**config.mk**
```make
export PLATFORM = sky130hd
export DESIGN_NAME = fetch_branch_unit_flat
export DESIGN_NICKNAME = d
export VERILOG_FILES = /design/src/rtl/fetch_branch_unit_if.sv /design/src/rtl/fetch_branch_unit.sv /design/src/flat_wrapper.sv
export SDC_FILE = /design/constraint.sdc
export NUM_CORES = 1
export LEC_CHECK = 0
export ABC_AREA = 1
export BUFFER_PORTS_ARGS = -buffer_cell sky130_fd_sc_hd__buf_2
export CAP_MARGIN = 30
export CORE_MARGIN = 2
export CORE_UTILIZATION = 34
export DETAILED_ROUTE_END_ITERATION = 7
export GPL_ROUTABILITY_DRIVEN = 1
export SLEW_MARGIN = 15
export SYNTH_ARGS = -nofsm -noshare
export SYNTH_HDL_FRONTEND = slang
export SYNTH_SLANG_ARGS = --single-unit
```
**constraint.sdc**
```tcl
create_clock -name clk -period 7.4 [get_ports clk]
set_clock_uncertainty 0.05 [all_clocks]
set_input_delay 0.74 -clock clk [delete_from_list [all_inputs] [get_ports clk]]
set_output_delay 0.74 -clock clk [all_outputs]
set_load 0.005 [all_outputs]
```
**src/rtl/fetch_branch_unit_if.sv**
```systemverilog
// Fetch front-end bus: instruction memory port, decode-facing instruction queue head,
// execute-stage branch resolution, and status/statistics outputs.
interface fetch_branch_unit_if #(
    parameter int XLEN = 64,
    parameter int CW   = 3
);
    logic [XLEN-1:0] imem_addr;
    logic [31:0]     imem_rdata;
    logic            inst_valid;
    logic            inst_ready;
    logic [31:0]     inst_data;
    logic [XLEN-1:0] inst_pc;
    logic            br_valid;
    logic [2:0]      br_funct3;
    logic [XLEN-1:0] br_rs1;
    logic [XLEN-1:0] br_rs2;
    logic [XLEN-1:0] br_pc;
    logic [XLEN-1:0] br_imm;
    logic            redirect;
    logic            fault;
    logic [CW-1:0]   count;
    logic [31:0]     br_total;
    logic [31:0]     br_taken_total;

    modport master (
        output imem_addr, input imem_rdata,
        output inst_valid, input inst_ready, output inst_data, output inst_pc,
        input br_valid, input br_funct3, input br_rs1, input br_rs2, input br_pc, input br_imm,
        output redirect, output fault, output count, output br_total, output br_taken_total
    );

    modport slave (
        input imem_addr, output imem_rdata,
        input inst_valid, output inst_ready, input inst_data, input inst_pc,
        output br_valid, output br_funct3, output br_rs1, output br_rs2, output br_pc, output br_imm,
        input redirect, input fault, input count, input br_total, input br_taken_total
    );
endinterface

```
**src/rtl/fetch_branch_unit.sv**
```systemverilog
// PC owner + instruction queue + branch resolver; fetch-to-head 1 cycle, taken-branch penalty 2 cycles.
// Decode backpressure via inst_ready: queue fills to QDEPTH, then the PC holds until a slot frees.
module fetch_branch_unit #(
    parameter int              XLEN     = 64,
    parameter int              QDEPTH   = 4,
    parameter logic [XLEN-1:0] RESET_PC = '0,
    parameter int              CW       = $clog2(QDEPTH + 1)
) (
    input  logic              clk,
    input  logic              reset,
    fetch_branch_unit_if.master bus
);
    localparam int AW = $clog2(QDEPTH);

    typedef enum logic {RUN, FAULT} state_t;

    state_t          state, state_nxt;
    logic [XLEN-1:0] pc;
    logic [XLEN-1:0] q_pc   [QDEPTH];
    logic [31:0]     q_inst [QDEPTH];
    logic [AW-1:0]   rd_ptr, wr_ptr;
    logic [CW-1:0]   count;
    logic            redirect;
    logic [31:0]     br_total, br_taken_total;

    logic [XLEN-1:0] target;
    logic            cond, br_fire, take, misalign, pop, push;

    always_comb begin
        cond = 1'b0;
        case (bus.br_funct3)
            3'b000:  cond = (bus.br_rs1 == bus.br_rs2);
            3'b001:  cond = (bus.br_rs1 != bus.br_rs2);
            3'b100:  cond = ($signed(bus.br_rs1) <  $signed(bus.br_rs2));
            3'b101:  cond = ($signed(bus.br_rs1) >= $signed(bus.br_rs2));
            3'b110:  cond = (bus.br_rs1 <  bus.br_rs2);
            3'b111:  cond = (bus.br_rs1 >= bus.br_rs2);
            default: cond = 1'b0;
        endcase
    end

    // Immediate is in halfword units; the add wraps at XLEN.
    assign target   = bus.br_pc + (bus.br_imm << 1);
    assign misalign = (target[1:0] != 2'b00);
    assign br_fire  = bus.br_valid && (state == RUN);
    assign take     = br_fire && cond;
    assign pop      = (count != '0) && bus.inst_ready;
    assign push     = (state == RUN) && !take && ((count < CW'(QDEPTH)) || pop);

    always_ff @(posedge clk or posedge reset) begin
        if (reset) state <= RUN;
        else       state <= state_nxt;
    end

    always_comb begin
        state_nxt = state;
        if (state == RUN && take && misalign) state_nxt = FAULT;
    end

    // A flush discards everything, including the entry popped on the same edge.
    always_ff @(posedge clk or posedge reset) begin
        if (reset) begin
            pc       <= RESET_PC;
            rd_ptr   <= '0;
            wr_ptr   <= '0;
            count    <= '0;
            redirect <= 1'b0;
        end else begin
            redirect <= take && !misalign;
            if (take) begin
                rd_ptr <= '0;
                wr_ptr <= '0;
                count  <= '0;
                if (!misalign) pc <= target;
            end else begin
                if (push) begin
                    wr_ptr <= wr_ptr + AW'(1);
                    pc     <= pc + XLEN'(4);
                end
                if (pop) rd_ptr <= rd_ptr + AW'(1);
                count <= count + CW'(push) - CW'(pop);
            end
        end
    end

    always_ff @(posedge clk or posedge reset) begin
        if (reset) begin
            br_total       <= '0;
            br_taken_total <= '0;
        end else begin
            if (br_fire && br_total != '1)    br_total       <= br_total + 32'd1;
            if (take && br_taken_total != '1) br_taken_total <= br_taken_total + 32'd1;
        end
    end

    always_ff @(posedge clk) begin
        if (push) begin
            q_pc[wr_ptr]   <= pc;
            q_inst[wr_ptr] <= bus.imem_rdata;
        end
    end

    assign bus.imem_addr      = pc;
    assign bus.inst_valid     = (count != '0);
    assign bus.inst_data      = q_inst[rd_ptr];
    assign bus.inst_pc        = q_pc[rd_ptr];
    assign bus.redirect       = redirect;
    assign bus.fault          = (state == FAULT);
    assign bus.count          = count;
    assign bus.br_total       = br_total;
    assign bus.br_taken_total = br_taken_total;
endmodule

```
**src/flat_wrapper.sv**
```systemverilog
// flat-port wrapper written by rule: the top's interface ports become plain ports
module fetch_branch_unit_flat 
#(
    parameter int              XLEN     = 64,
    parameter int              QDEPTH   = 4,
    parameter logic [XLEN-1:0] RESET_PC = '0,
    parameter int              CW       = $clog2(QDEPTH + 1)
)
  (clk, reset, bus_imem_addr, bus_imem_rdata, bus_inst_valid, bus_inst_ready, bus_inst_data, bus_inst_pc, bus_br_valid, bus_br_funct3, bus_br_rs1, bus_br_rs2, bus_br_pc, bus_br_imm, bus_redirect, bus_fault, bus_count, bus_br_total, bus_br_taken_total);
  fetch_branch_unit_if #(.XLEN(XLEN), .CW(CW)) bus_i ();
  input  logic clk;
  input  logic reset;
  output wire logic [$bits(bus_i.imem_addr)-1:0] bus_imem_addr;
  input wire logic [$bits(bus_i.imem_rdata)-1:0] bus_imem_rdata;
  output wire logic [$bits(bus_i.inst_valid)-1:0] bus_inst_valid;
  input wire logic [$bits(bus_i.inst_ready)-1:0] bus_inst_ready;
  output wire logic [$bits(bus_i.inst_data)-1:0] bus_inst_data;
  output wire logic [$bits(bus_i.inst_pc)-1:0] bus_inst_pc;
  input wire logic [$bits(bus_i.br_valid)-1:0] bus_br_valid;
  input wire logic [$bits(bus_i.br_funct3)-1:0] bus_br_funct3;
  input wire logic [$bits(bus_i.br_rs1)-1:0] bus_br_rs1;
  input wire logic [$bits(bus_i.br_rs2)-1:0] bus_br_rs2;
  input wire logic [$bits(bus_i.br_pc)-1:0] bus_br_pc;
  input wire logic [$bits(bus_i.br_imm)-1:0] bus_br_imm;
  output wire logic [$bits(bus_i.redirect)-1:0] bus_redirect;
  output wire logic [$bits(bus_i.fault)-1:0] bus_fault;
  output wire logic [$bits(bus_i.count)-1:0] bus_count;
  output wire logic [$bits(bus_i.br_total)-1:0] bus_br_total;
  output wire logic [$bits(bus_i.br_taken_total)-1:0] bus_br_taken_total;
  assign bus_imem_addr = bus_i.imem_addr;
  assign bus_i.imem_rdata = bus_imem_rdata;
  assign bus_inst_valid = bus_i.inst_valid;
  assign bus_i.inst_ready = bus_inst_ready;
  assign bus_inst_data = bus_i.inst_data;
  assign bus_inst_pc = bus_i.inst_pc;
  assign bus_i.br_valid = bus_br_valid;
  assign bus_i.br_funct3 = bus_br_funct3;
  assign bus_i.br_rs1 = bus_br_rs1;
  assign bus_i.br_rs2 = bus_br_rs2;
  assign bus_i.br_pc = bus_br_pc;
  assign bus_i.br_imm = bus_br_imm;
  assign bus_redirect = bus_i.redirect;
  assign bus_fault = bus_i.fault;
  assign bus_count = bus_i.count;
  assign bus_br_total = bus_i.br_total;
  assign bus_br_taken_total = bus_i.br_taken_total;
  fetch_branch_unit #(.XLEN(XLEN), .QDEPTH(QDEPTH), .RESET_PC(RESET_PC), .CW(CW)) u_core (.clk(clk), .reset(reset), .bus(bus_i));
endmodule
```
======== Word level (Yosys, flattened, before mapping) ========
Memories as Yosys holds them, arrays and structs flattened.
Cells that the tools add are included.
storage, ports and cells
  register bits ........................... 137
  RAM bits ................................ 384
  input bits .............................. 295
  output and inout bits ................... 230
  logic and storage cells ................. 64
  memories kept ........................... 2
cells by class
  add/subtract/negate cells ............... 8
  magnitude comparators ................... 5
  eq/ne operators ......................... 10
  muxes and demuxes ....................... 11
  bitwise gates (word level) .............. 1
  reduce and logical (&&, ||, !) cells .... 19
memories
  name           words  bits a word  rd ports  clocked after Yosys merged registers in  wr ports  line                     text
  u_core.q_pc    4      64           1         0                                        1         fetch_branch_unit.sv:19  logic [XLEN-1:0] q_pc [QDEPTH];
  u_core.q_inst  4      32           1         0                                        1         fetch_branch_unit.sv:20  logic [31:0] q_inst [QDEPTH];
operators with widths
  operator                                              count
  two-way mux 64 bit                                    3
  greater-or-equal comparator 64 bit                    2
  < comparator 64 bit                                   2
  adder 32 x 1 -> 32 bit (second input constant)        2
  adder 64 x 3 -> 64 bit (second input constant)        1
  adder 64 bit                                          1
  equality test 64 bit                                  1
  != test 32 bit (second input constant)                2
  != test 64 bit                                        1
  equality test 3 bit (second input constant)           4
  logical AND 1 bit                                     10
  two-way mux 2 bit                                     4
  case mux 1 bit (6 select lines)                       1
  nonzero test 2 bit                                    3
  adder 2 x 1 -> 2 bit (second input constant)          2
  adder 3 x 1 -> 3 bit                                  1
  equality test 3 x 1 -> 1 bit (second input constant)  1
  zero test 3 bit                                       1
  < comparator 3 bit (second input constant)            1
  two-way mux 3 bit                                     1
  nonzero test 3 bit                                    1
  subtractor 3 x 1 -> 3 bit                             1
  zero test 1 bit                                       2
  two-way mux 1 bit                                     2
  other kinds (4)                                       4

======== Longest topological paths before layout ========
  word-level depth ........................ 9
  depth in mapped cells ................... 28
  depth with buffers taken out ............ 27

======== Least setup slack after synthesis ========
Ideal clock, no wire load.
  path type ............................... input to register
  from .................................... input bus_br_rs2[63]
  to ...................................... memory u_core.q_inst[0][0] (enable)
  setup time .............................. 0.552 ns
  arrival time ............................ 6.580 ns
  required time ........................... 6.798 ns
  setup slack ............................. 0.218 ns
  stages on the path ...................... 15
  path buffers ............................ 1
  cells stage by stage .................... inv_1 ha_1 nand4_1 nor3_2 nand2_1 nor2_2 nor2_1 a21oi_1 nand2_1 nor2_2 nand3_4 nand2_2 nand2_2 clkbuf_1 nor2_1
between the ends
  longest elaborated chain between the ends .. 8
  elaborated cells on any way between the ends .. 13
  classes of those cells .................. 4 x order compare; 2 x eq/ne; 3 x mux; 4 x reduce/logical
RTL lines
  what                                                              line                     text
  start: declaration                                                flat_wrapper.sv:22       input wire logic [$bits(bus_i.br_rs2)-1:0] bus_br_rs2;
  greater-or-equal comparator 64 bit, or another cell as far along  fetch_branch_unit.sv:37  3'b111: cond = (bus.br_rs1 >= bus.br_rs2);
  case mux 1 bit (6 select lines) *                                 fetch_branch_unit.sv:31  case (bus.br_funct3)
  logical AND 1 bit *                                               fetch_branch_unit.sv:46  assign take = br_fire && cond;
  zero test 1 bit *                                                 fetch_branch_unit.sv:48  assign push = (state == RUN) && !take && ((count < CW'(QDEPTH)) || pop);
  logical AND 1 bit * (2 in a row)                                  fetch_branch_unit.sv:48
  two-way mux 1 bit *                                               fetch_branch_unit.sv:97  if (push) begin
  two-way mux 1 bit (implied by the code) *                         fetch_branch_unit.sv:99  q_inst[wr_ptr] <= bus.imem_rdata;
  end: declaration                                                  fetch_branch_unit.sv:20
Every way passes the cells marked *; elsewhere a longest branch is shown, timed or not.

======== Worst setup path in the final report ========
  from .................................... input bus_br_rs2[43]
  to ...................................... register u_core.br_taken_total[13] (netlist: u_core.bus.br_taken_total[13])
between the ends
  longest elaborated chain between the ends .. 4
  elaborated cells on any way between the ends .. 9
  classes of those cells .................. 4 x order compare; 2 x eq/ne; 1 x mux; 2 x reduce/logical
RTL lines
  what                                                              line                     text
  greater-or-equal comparator 64 bit, or another cell as far along  fetch_branch_unit.sv:37
  case mux 1 bit (6 select lines) *                                 fetch_branch_unit.sv:31
  logical AND 1 bit *                                               fetch_branch_unit.sv:46
  logical AND 1 bit *                                               fetch_branch_unit.sv:92  if (take && br_taken_total != '1) br_taken_total <= br_taken_total + 32'd1;
  end signal: assignment                                            fetch_branch_unit.sv:92
  end: declaration                                                  fetch_branch_unit.sv:24  logic [31:0] br_total, br_taken_total;
Marks and branches as above.
A chain may end at the register's enable or synchronous reset.

==> impl_results.md <==
- Count of max-cap constraint violations: 0
- Critical path endpoint category: flop
- Post-Syn Nets: 3746
- EDFF count, synth: 384
- Critical path startpoint category: input pin
- Clock sink count: 521
- Root Buffer: clkbuf_16
- Hold Buf Count CTS: 0
- DRC Markers: 0
- Fin crit share: 69.56%
- Routed wire length: 93840 um
- Slew @ Worst Pin: 0.8959 ns
- Via/cell ratio: 4.954
- Mean Syn Cell Area: 8.778 um2
- Status: complete, no violations
- TNS Setup: 0 ns
- CP most frequent cell: nand2_1
- Worst path slowest cell: inv_2
- Max-slew headroom: 40.28%
- I/O Pins: 525
- Worst R2R Path Depth: 18
- Hold Path Class: input pin to async pin
- Placer congestion estimate: 0.9345
- Hold_ws: 0.1101 ns
- FMAX: 0.1943 GHz
- Initial drt markers: 1773
- Pwr dens: 309.0 nW/um2
- Total Nets Final: 4235
- WP buf/inv: 5
- Worst path required time: 7.83 ns
- Worst stage delay on the critical path: 0.80 ns
- Worst path cell trace: buf_2 > inv_1 > ha_1 > a21oi_1 > o21ai_0 > a21oi_1 > nand2_1 > a21oi_1 > nand3_1 > nand3_1 > nand2_1 > nand3_4 > buf_4 > nand2_2 > inv_2 > nand2_1 > buf_8 > nand2_1 > nand2_1
- Largest net degree at the start of global routing: 99
- PortBufs: 523
- First-pass GRT wire length: 140200 um
- VDD IR-drop max: 0.2005 mV
- Setup CP Type: input pin to flop
- Initial Utilization: 34.22%
- TritonCTS buffer count: 53
- RSZ-0062 raised after global routing: false
- ANT nets after route: 0
- Ys async rst share: 26.30%
- Most used DFF post-synth: edfxtp_1
- Clk Latency, worst-skew pair: 0.60 ns
- Tmin final: 5.147 ns
- CTS tree: yes
- Mapped Area: 29090 um2
- Area grow syn2layout: 19.48%
- Die Ht: 296.5 um
- Die ar.: 87920 um2
- Yosys Warn Count: 0
- HPWL after DPL: 69080 um
- Post-cts gate resize count: 0
- CP delay by family, top: simple AND/OR/NAND/NOR gates
- Global Route Usage Sum: 20.75%
- Flops & latches, synth: 521
- Mapped Cells: 3314
- Fillers: 8572
- Layout cells sized above 1: 17.06%
- Die X: 296.5 um
- Vias in the first global route: 23.58k
- Pleak: 15.27 nW
- Max Slew Vio Count: 0
- Gr ovfl total: 0
- Row count: 107
- Setup violators final: 0
- Core Region: 85010 um2
- Longest Clk Path Bufs: 3
- Area occupied by multi-input gates: 12590 um2
- Initial antenna violation count: 6
- H-tree levels: 2
- Clock slew at reported path FFs: 0.06 ns
- Number of library cell types mapped by synthesis: 41
- Stages on worst setup path: 19
- Number of post-CTS setup repair buffers: 0
- DR WL/cell: 18.78 um
- Final hold violations: 0
- Sequential-to-total area share from yosys stat: 51.42%
- Worst path arrival time: 5.58 ns
- Register area: 14970 um2
- DRT Pass-1 Iters: 6
- Worst Path Max Fanout: 64
- Via count: 24.75k
==> power by group <==
part / leakage (nW) / total (W) / internal, W / switching, W
Clock: 0.853 / 0.00276 / 0.00162 / 0.00114
Sequential: 5.37 / 0.00440 / 0.00376 / 0.000640
Combinational: 9.05 / 0.00358 / 0.00126 / 0.00232
==> cell type report <==
type / instances / area share (%)
Sequential cell: 521 / 43.06
Clock inverter: 34 / 1.080
Clock buffer: 64 / 4.086
Tap cell: 1144 / 4.118
Multi-Input combinational cell: 2394 / 36.23
Antenna cell: 6 / 0.04319
Timing Repair Buffer: 547 / 8.272
Inverter: 286 / 3.117
==> registers in the layout, indices dropped and copies added (netlist names), 2 cells and up <==
signal	flops
u_core.rd_ptr	2
u_core.q_pc	256
u_core.bus.br_taken_total	32
u_core.q_inst	128
u_core.bus.count	3
u_core.wr_ptr	2
u_core.bus.br_total	32
u_core.bus.imem_addr	64
==> metal layers <==
layer	vias to the layer above	track usage, %	routed length, um
met5	-	0	16
met4	2	5.322	2133
met3	116	3.429	5807
met2	707	34.35	44110
met1	11690	28.22	41770
li1	12240	-	-
==> layout by cell type, fill, tap and decap left out, drive strengths merged, types with 32 or more instances in the layout <==
cell	instances
ha	135
dfrtp	137
o22ai	96
edfxtp	384
nand3	243
o21ai	254
clkbuf	64
inv	290
nand4	32
a21oi	119
nor3	47
nor2	464
buf	547
xnor2	63
nand2	743
xor2	114
==> synthesized netlist by cell type (all sizes together) (4+ instances only) <==
cell type	count	share of area [%]
a21o	5	0.13
o21a	6	0.15
nor2	464	6.0
xnor2	63	1.9
inv	286	3.7
nand4	32	0.69
and3	4	0.086
nand2	743	9.6
xor2	114	3.4
o21bai	11	0.28
ha	135	5.8
o22ai	96	2.1
nor4	21	0.47
edfxtp	384	40
dfrtp	137	12
o21ai	254	4.4
a31oi	18	0.39
o211ai	4	0.10
nand3	243	4.2
buf	34	0.71
nand3b	4	0.10
clkbuf	79	1.0
a21oi	119	2.0
nor3	47	0.86
==> metrics by stage <==
stage	std cells	power, W	setup slack [ns]	util [%]	cell area (um2)
2_1_floorplan	3314	0.006282	0.2178	-	29090
3_3_place_gp	4890	0.008019	1.547	38.71	32910
3_5_place_dp	4892	0.008083	1.654	38.76	32950
4_1_cts	4990	0.01086	2.296	40.87	34740
5_1_grt	4995	0.01142	1.807	40.88	34760
6_report	4996	0.01074	2.253	40.89	34760
==> final timing paths <==
path                                               from                       endpoint  slack, ns
worst max-delay path                     bus_br_rs2[43]  u_core.bus.br_taken_total[13]       2.25
worst min-delay path                              reset        u_core.bus.br_total[10]       0.11
worst max register to register  u_core.bus.imem_addr[2]       u_core.bus.imem_addr[62]       4.14
worst min register to register  u_core.bus.br_total[30]        u_core.bus.br_total[30]       0.44
max in group asynchronous                         reset  u_core.bus.br_taken_total[29]       6.09
min in group clk                     bus_imem_rdata[31]           u_core.q_inst[1][31]       0.31
==> cell families (layout without fill, tap and decap cells) <==
group	after synthesis	after routing	synth area share [%]
AND/OR/NAND/NOR	1564	1564	22.26
adder cells (fa/ha/maj)	137	137	5.944
buffers and inverters	399	931	5.423
other	0	6	0
AO/OA/AOI/OAI	516	516	9.625
flip-flops	521	521	51.42
XOR/XNOR	177	177	5.329
(Power assumes the default switching activity.)
